[config.mk]
export PLATFORM = sky130hd
export DESIGN_NAME = uart_tx_8n1
export DESIGN_NICKNAME = d
export VERILOG_FILES = /design/src/rtl/uart_defs.sv /design/src/rtl/baud_tick_gen.sv /design/src/rtl/uart_tx_8n1.sv
export SDC_FILE = /design/constraint.sdc
export NUM_CORES = 1
export LEC_CHECK = 0
export BUFFER_PORTS_ARGS = -buffer_cell sky130_fd_sc_hd__buf_2
export CAP_MARGIN = 10
export CORE_MARGIN = 2
export CORE_UTILIZATION = 40
export CTS_CLUSTER_SIZE = 10
export DETAILED_ROUTE_END_ITERATION = 12
export GPL_TIMING_DRIVEN = 0
export SLEW_MARGIN = 25
export SYNTH_ARGS = -nofsm -noshare
export SYNTH_HDL_FRONTEND = slang
export SYNTH_SLANG_ARGS = --single-unit
[constraint.sdc]
create_clock -name clk -period 3.5 [get_ports clk]
set_clock_uncertainty 0.15 [all_clocks]
set_input_delay 0.7 -clock clk [delete_from_list [all_inputs] [get_ports clk]]
set_output_delay 0.7 -clock clk [all_outputs]
set_load 0.02 [all_outputs]
[src/rtl/uart_defs.sv]
`default_nettype none
// ============================================================================
//  Package     : uart_defs
//  Description : Shared definitions for the 8N1 UART transmitter: frame FSM
//                state encoding, data width and a constant clog2 helper.
//  Revision    : 1.0 - initial release
// ============================================================================
package uart_defs;

  typedef enum logic [1:0] {
    IDLE  = 2'd0,
    START = 2'd1,
    DATA  = 2'd2,
    STOP  = 2'd3
  } state_t;

  localparam int DATA_BITS = 8;

  // Ceiling log2, usable in constant expressions for counter widths.
  function automatic int clog2(input int value);
    int result;
    int remaining;
    result    = 0;
    remaining = value - 1;
    while (remaining > 0) begin
      result    = result + 1;
      remaining = remaining >> 1;
    end
    return result;
  endfunction

endpackage
`default_nettype wire

[src/rtl/baud_tick_gen.sv]
`default_nettype none
// ============================================================================
//  Module      : baud_tick_gen
//  Description : Bit-period counter. Counts 0..CLKS_PER_BIT-1 and raises tick
//                for the single cycle spent at the terminal count. While clr
//                is high the count is held at zero so a new bit period always
//                starts from a known phase.
//  Revision    : 1.0 - initial release
// ============================================================================
module baud_tick_gen
  import uart_defs::*;
#(
  parameter int CLKS_PER_BIT = 10
) (
  input  logic clk,
  input  logic rst_n,
  input  logic clr,
  output logic tick
);

  localparam int                CNT_W    = clog2(CLKS_PER_BIT);
  localparam logic [CNT_W-1:0]  TERMINAL = CNT_W'(CLKS_PER_BIT - 1);

  logic [CNT_W-1:0] count;

  // Free-running bit-period counter, held at zero while cleared.
  always_ff @(posedge clk or negedge rst_n) begin
    if (!rst_n) begin
      count <= '0;
    end else if (clr || (count == TERMINAL)) begin
      count <= '0;
    end else begin
      count <= count + CNT_W'(1);
    end
  end

  assign tick = (count == TERMINAL) && !clr;

endmodule
`default_nettype wire

[src/rtl/uart_tx_8n1.sv]
`default_nettype none
// ============================================================================
//  Module      : uart_tx_8n1
//  Description : 8N1 serial transmitter. A rising edge on transmit while idle
//                latches data and sends start bit, 8 data bits LSB first and
//                one stop bit, each CLKS_PER_BIT clocks long. Edges seen while
//                a frame is in flight are dropped. tx and busy are registered.
//  Revision    : 1.0 - initial release
// ============================================================================
module uart_tx_8n1
  import uart_defs::*;
#(
  parameter int CLK_FREQ     = 100000000,
  parameter int BAUD         = 9600,
  parameter int CLKS_PER_BIT = CLK_FREQ / BAUD
) (
  input  logic       clk,
  input  logic       rst_n,
  input  logic       transmit,
  input  logic [7:0] data,
  output logic       tx,
  output logic       busy
);

  localparam int               IDX_W    = clog2(DATA_BITS);
  localparam logic [IDX_W-1:0] LAST_BIT = IDX_W'(DATA_BITS - 1);

  // A one-clock bit period cannot be produced by the tick generator.
  if (CLKS_PER_BIT < 2) begin : g_bad_cfg
    $error("uart_tx_8n1: CLKS_PER_BIT must be at least 2");
  end

  state_t                 state;
  logic                   transmit_q;
  logic [DATA_BITS-1:0]   shift;
  logic [IDX_W-1:0]       bit_idx;
  logic                   tick;
  logic                   tx_edge;
  logic                   baud_clr;

  // The counter idles at zero so the start bit gets a full period.
  assign baud_clr = (state == IDLE);
  assign tx_edge  = transmit & ~transmit_q;

  baud_tick_gen #(
    .CLKS_PER_BIT (CLKS_PER_BIT)
  ) u_baud (
    .clk   (clk),
    .rst_n (rst_n),
    .clr   (baud_clr),
    .tick  (tick)
  );

  // Edge detector: previous-cycle copy of the request level. Reset to 0 so a
  // request already high at reset release is taken as a fresh edge.
  always_ff @(posedge clk or negedge rst_n) begin
    if (!rst_n) begin
      transmit_q <= 1'b0;
    end else begin
      transmit_q <= transmit;
    end
  end

  // Frame FSM with registered line and busy outputs.
  always_ff @(posedge clk or negedge rst_n) begin
    if (!rst_n) begin
      state   <= IDLE;
      shift   <= '0;
      bit_idx <= '0;
      tx      <= 1'b1;
      busy    <= 1'b0;
    end else begin
      case (state)
        IDLE: begin
          tx   <= 1'b1;
          busy <= 1'b0;
          if (tx_edge) begin
            shift <= data;
            state <= START;
            tx    <= 1'b0;
            busy  <= 1'b1;
          end
        end
        START: begin
          if (tick) begin
            bit_idx <= '0;
            state   <= DATA;
            tx      <= shift[0];
          end
        end
        DATA: begin
          if (tick) begin
            shift   <= {1'b0, shift[DATA_BITS-1:1]};
            bit_idx <= bit_idx + IDX_W'(1);
            if (bit_idx == LAST_BIT) begin
              state <= STOP;
              tx    <= 1'b1;
            end else begin
              tx    <= shift[1];
            end
          end
        end
        STOP: begin
          if (tick) begin
            state <= IDLE;
            busy  <= 1'b0;
          end
        end
        default: begin
          state <= IDLE;
          tx    <= 1'b1;
          busy  <= 1'b0;
        end
      endcase
    end
  end

endmodule
`default_nettype wire

Yosys cells after proc, flatten, opt, wreduce, memory -nomap -nowiden
Index checks and enable logic that the tools add are counted.
- flip-flop bits (word level): 30
- input bits: 11
- output and inout bits: 2
- logic and storage cells: 55
- add/sub/neg operators: 2
- eq/ne operators: 10
- mux-type cells: 21
- bitwise gates (word level): 2
- reduce and logical (&&, ||, !) cells: 13
- operators with widths (operator ; number):
    two-way mux 8 bit ; 2
    one-hot mux 8 bit (2 select lines) ; 1
    adder 14 x 1 -> 14 bit (second input constant) ; 1
    == test 14 bit (second input constant) ; 1
    two-way mux 14 bit ; 1
    two-way mux 2 bit ; 5
    != test 2 bit (second input constant) ; 5
    AND reduction 3 bit ; 3
    one-hot mux 2 bit (4 select lines) ; 1
    two-way mux 1 bit ; 6
    two-way mux 3 bit ; 2
    one-hot mux 3 bit (2 select lines) ; 1
    nonzero test 2 bit ; 3
    AND reduction 5 bit ; 1
    == test 2 bit (second input constant) ; 2
    adder 3 x 1 -> 3 bit (second input constant) ; 1
    == test 3 bit (second input constant) ; 1
    one-hot mux 1 bit (3 select lines) ; 1
    nonzero test 3 bit ; 1
    == test 2 x 1 -> 1 bit (second input constant) ; 1
    zero test 2 bit ; 1
    one-hot mux 1 bit (2 select lines) ; 1
    AND reduction 2 bit ; 1
    bitwise AND 1 bit ; 1
    other kinds (4) ; 4

Depth between registers and ports, before layout
- depth in word-level cells: 5
- depth in mapped cells: 7
- gate-level depth less buffers: 6

Modules after synthesis
From an unflattened synthesis, not the netlist that was laid out.
- cells, all modules: 141
- area total of the unflattened synthesis: 1592.8 sq um
- modules (own cells, without submodules) (module ; instances ; cells an instance ; area an instance (sq um) ; sequential area each (sq um)):
    uart_tx_8n1 ; 1 ; 67 ; 878.3 ; 401.6
    baud_tick_gen ; 1 ; 74 ; 714.4 ; 350.3

Worst setup path after synthesis
OpenSTA, ideal clock, no wires.
- kind: register to register
- from: register u_baud.count[4]
- to: register bit_idx[0]
- setup time: 0.125 ns
- arrival time: 2.209 ns
- required time: 3.225 ns
- slack: 1.016 ns
- stages on the path, launching flop included: 6
- buffers on the path: 1
- period minus slack after synthesis: 2.484 ns
- cell sequence: dfrtp_1 -> or4_4 -> or4_1 -> clkbuf_2 -> or3_4 -> mux2_4
- word-level cells in the longest chain between the ends: 4
- elaborated cells on any way between the ends: 5
- those cells by class: eq/ne: 3; reduce/logical: 2
- ends and longest elaborated chain (what ; line ; source):
    start: declaration ; baud_tick_gen.sv:24 ; logic [CNT_W-1:0] count;
    start signal: assignment ; baud_tick_gen.sv:33 ; count <= count + CNT_W'(1);
    == test 14 bit (*) ; baud_tick_gen.sv:37 ; assign tick = (count == TERMINAL) && !clr;
    logical AND 1 bit (*) ; baud_tick_gen.sv:37 ;
    != test 2 bit (no source line) ; - ;
    AND reduction 3 bit (no source line) (*) ; - ;
    end signal: assignment ; uart_tx_8n1.sv:94 ; bit_idx <= bit_idx + IDX_W'(1);
    end: declaration ; uart_tx_8n1.sv:36 ; logic [IDX_W-1:0] bit_idx;
Mark *: on every way between the ends. The rest lies on a longest branch, timed or not.
A chain may end at the register's enable or synchronous reset.

Worst setup path after layout
Same ends and word-level chain as after synthesis.

==> flow_summary.toml <==
[worst_hold_path]
hold_class = "input pin to async pin"

[yosys]
synth_flop_cell = "dfrtp_1"
yosysTopAreaCell = "dfrtp_1"
synthCells = 153
yosys_warnings = 0
synth_enable_flop_cells = 0
synth_area_leaders = "dfrtp_1 46%, ha_1 5.6%, o221a_2 5.0%"
yosysTopAreaCellShare_pct = 46.1
async_flop_share_pct = 100
syn_area_per_cell_sq_um = 10.3
ys_seq_elements = 30
synth-seq-area-share_pct = 47.7
syn_nets = 171
syn_area_sq_um = 1580
yosysUniqueCellTypes = 39
synth_common_cells = "29 x dfrtp_1, 18 x nor2_1, 10 x nand2b_1"
yosysMostFrequentCell = "dfrtp_1"

[sta]
finalHoldViolCount = 0
layout_setup_ws_ns = 0.879
maxSlewHeadroom_pct = 54.3
holdWs_ns = 0.299
setup_tns_ns = 0
drv_slew = 0
setup_viol = 0
min_period_ns = 2.62
rsz0062_at_grt = "false"
max_freq_mhz = 381
period_share_pct = 74.9
tightest_slew_ns = 0.679

[clock_tree]
cts_root_buffer = "clkbuf_8"
cts.sinks = 30
cts-buffers-inserted = 5
cts_resized = 0
cts.clk_slew.worst_paths_ns = 0.06
cts_tree = "yes"
ctsHtreeMaxLevel = 2
clk_path_buf_depth = 2
post_cts_buffers = 0
postCtsHoldBufs = 0
clock_latency_ns = 0.28

[placement]
io_buffer_count = 12
dpl_worst_slack_ns = 0.896
place_hpwl_mm = 2.15
gp_congestion = 0.799

[global_routing]
antenna_found_initial = 0
busiest_layer = "met2"
met3_usage_pct = 5.74
grt_max_degree = 31
use_met2_pct = 24.0
grt_use_met1_pct = 20.6
grt_pass1_vias = 1148
grt_overflow = 0
track_usage_pct = 16.3
grt_pass1_wl_mm = 5.29

[critical_path]
worstSetupEndpointType = "register"
path_cells = "or4_4 > or4_1 > clkbuf_2 > or3_4 > mux2_4"
start_kind = "register"
path_class = "register to register"
cp_num_buf_inv = 1
crit_path_top_delay_cell = "or4_4"
cp_data_required_time_ns = 3.52
crit_family = "simple AND/OR/NAND/NOR gates"
worstPathArrival_ns = 2.64
critPathMaxStageDelay_ns = 0.57
worstPathMaxFanout = 7

[pwr]
power.leakage_nw = 0.793
p_switching_w = 0.000135
comb_power_share_pct = 2.2
powerDensity_nw_per_um2 = 353
p_int_w = 0.000494
power_frac_seq_pct = 55.3
switching_share_pct = 21.5
ir_worst_vdd_mv = 0.228
power_frac_clock_pct = 42.5
power.total_w = 0.000629

[route]
via_count = 1213
initialDrtViolationCount = 63
ant_nets = 0
drt-total-wl_mm = 3.10
drt_pass1_iterations = 4
post-route-drc-count = 0
avgRoutedWirePerCell_microns = 14.0
viasPerCell = 5.49

[floorplanning]
die_y_microns = 66.8
rows = 22
die_area_sq_um = 4460
core_sq_um = 3720
initial_core_util_pct = 42.4
die_w_microns = 66.8
io_pins = 13

[final_layout]
diodes = 0
syn_to_final_growth_pct = 13.0
utilization_pct = 47.9
drive_gt1_share_pct = 21.4
fin_nets = 190

[run_status]
status = "finished, final reports clean"

[run]
max_cap_viol_count = 0
[sequential cells by signal, indices dropped and copies added, names as in the netlist]
| name | cells |
|---|---|
| bit_idx | 3 |
| busy | 1 |
| shift | 8 |
| state | 2 |
| transmit_q | 1 |
| tx | 1 |
| u_baud.count | 14 |
[stage by stage]
step / std cells / area [sq um]
after CTS: 221 / 1780
after detailed placement: 213 / 1700
after floorplan: 153 / 1580
after global placement: 213 / 1700
final: 221 / 1780
after global routing: 221 / 1780
[metal layers]
| metal | wire length, microns | vias up | part of all wire [%] |
|---|---|---|---|
| met4 | 74 | 0 | 2.4 |
| met3 | 127 | 4 | 4.1 |
| met5 | 0 | - | 0 |
| li1 | - | 590 | - |
| met1 | 1490 | 598 | 48 |
| met2 | 1410 | 21 | 45 |
[path summary, 6_finish.rpt]
path,slack (ns),to,depth (start not counted),startpoint
max in group asynchronous,2.46,u_baud.count[7],1,rst_n
max,0.88,bit_idx[0],5,u_baud.count[4]
max reg2reg,0.88,bit_idx[0],5,u_baud.count[4]
min reg2reg,0.33,u_baud.count[0],1,u_baud.count[0]
min in group clk,0.33,u_baud.count[0],1,u_baud.count[0]
min,0.30,state[1],1,rst_n
[layout make-up]
type / instances / area, sq um
buffer: 4 / 17.5
clock buffer: 8 / 80.1
fill: 387 / 1940
inverter: 7 / 26.3
multi-input combinational: 112 / 785
sequential: 30 / 752
tap: 48 / 60.1
timing repair buffer: 12 / 60.1
[logic make-up (layout without fill, tap and decap cells)]
group / Yosys count / in the layout / share of synthesized area [%]
adders and majority gates: 7 / 7 / 5.56
muxes: 2 / 2 / 1.67
and+or+nand+nor: 67 / 67 / 23.3
xor gates and xnor gates: 11 / 11 / 6.12
AOI/OAI and AO/OA: 25 / 25 / 12.9
DFF: 30 / 30 / 47.7
buffers and inverters: 11 / 31 / 2.78
[cell usage in the layout, fill, tap and decap left out, types with 7 or more instances in the layout]
cell type,n
inv_1,7
nand2b_1,10
nand2_1,7
o221a_2,7
nand3_1,7
xnor2_1,9
buf_2,13
dfrtp_1,29
nor2_1,18
ha_1,7
[power groups by stage]
stage	sequential, W	combinational, W	clock (W)
final	0.000348	0.0000138	0.000268
after global routing	0.000347	0.0000159	0.000292
after CTS	0.000347	0.0000146	0.000276
after detailed placement	0.000354	0.0000145	0
after global placement	0.000354	0.0000140	0
after floorplan	0.000354	0.00000193	0
(Power assumes the default switching activity.)
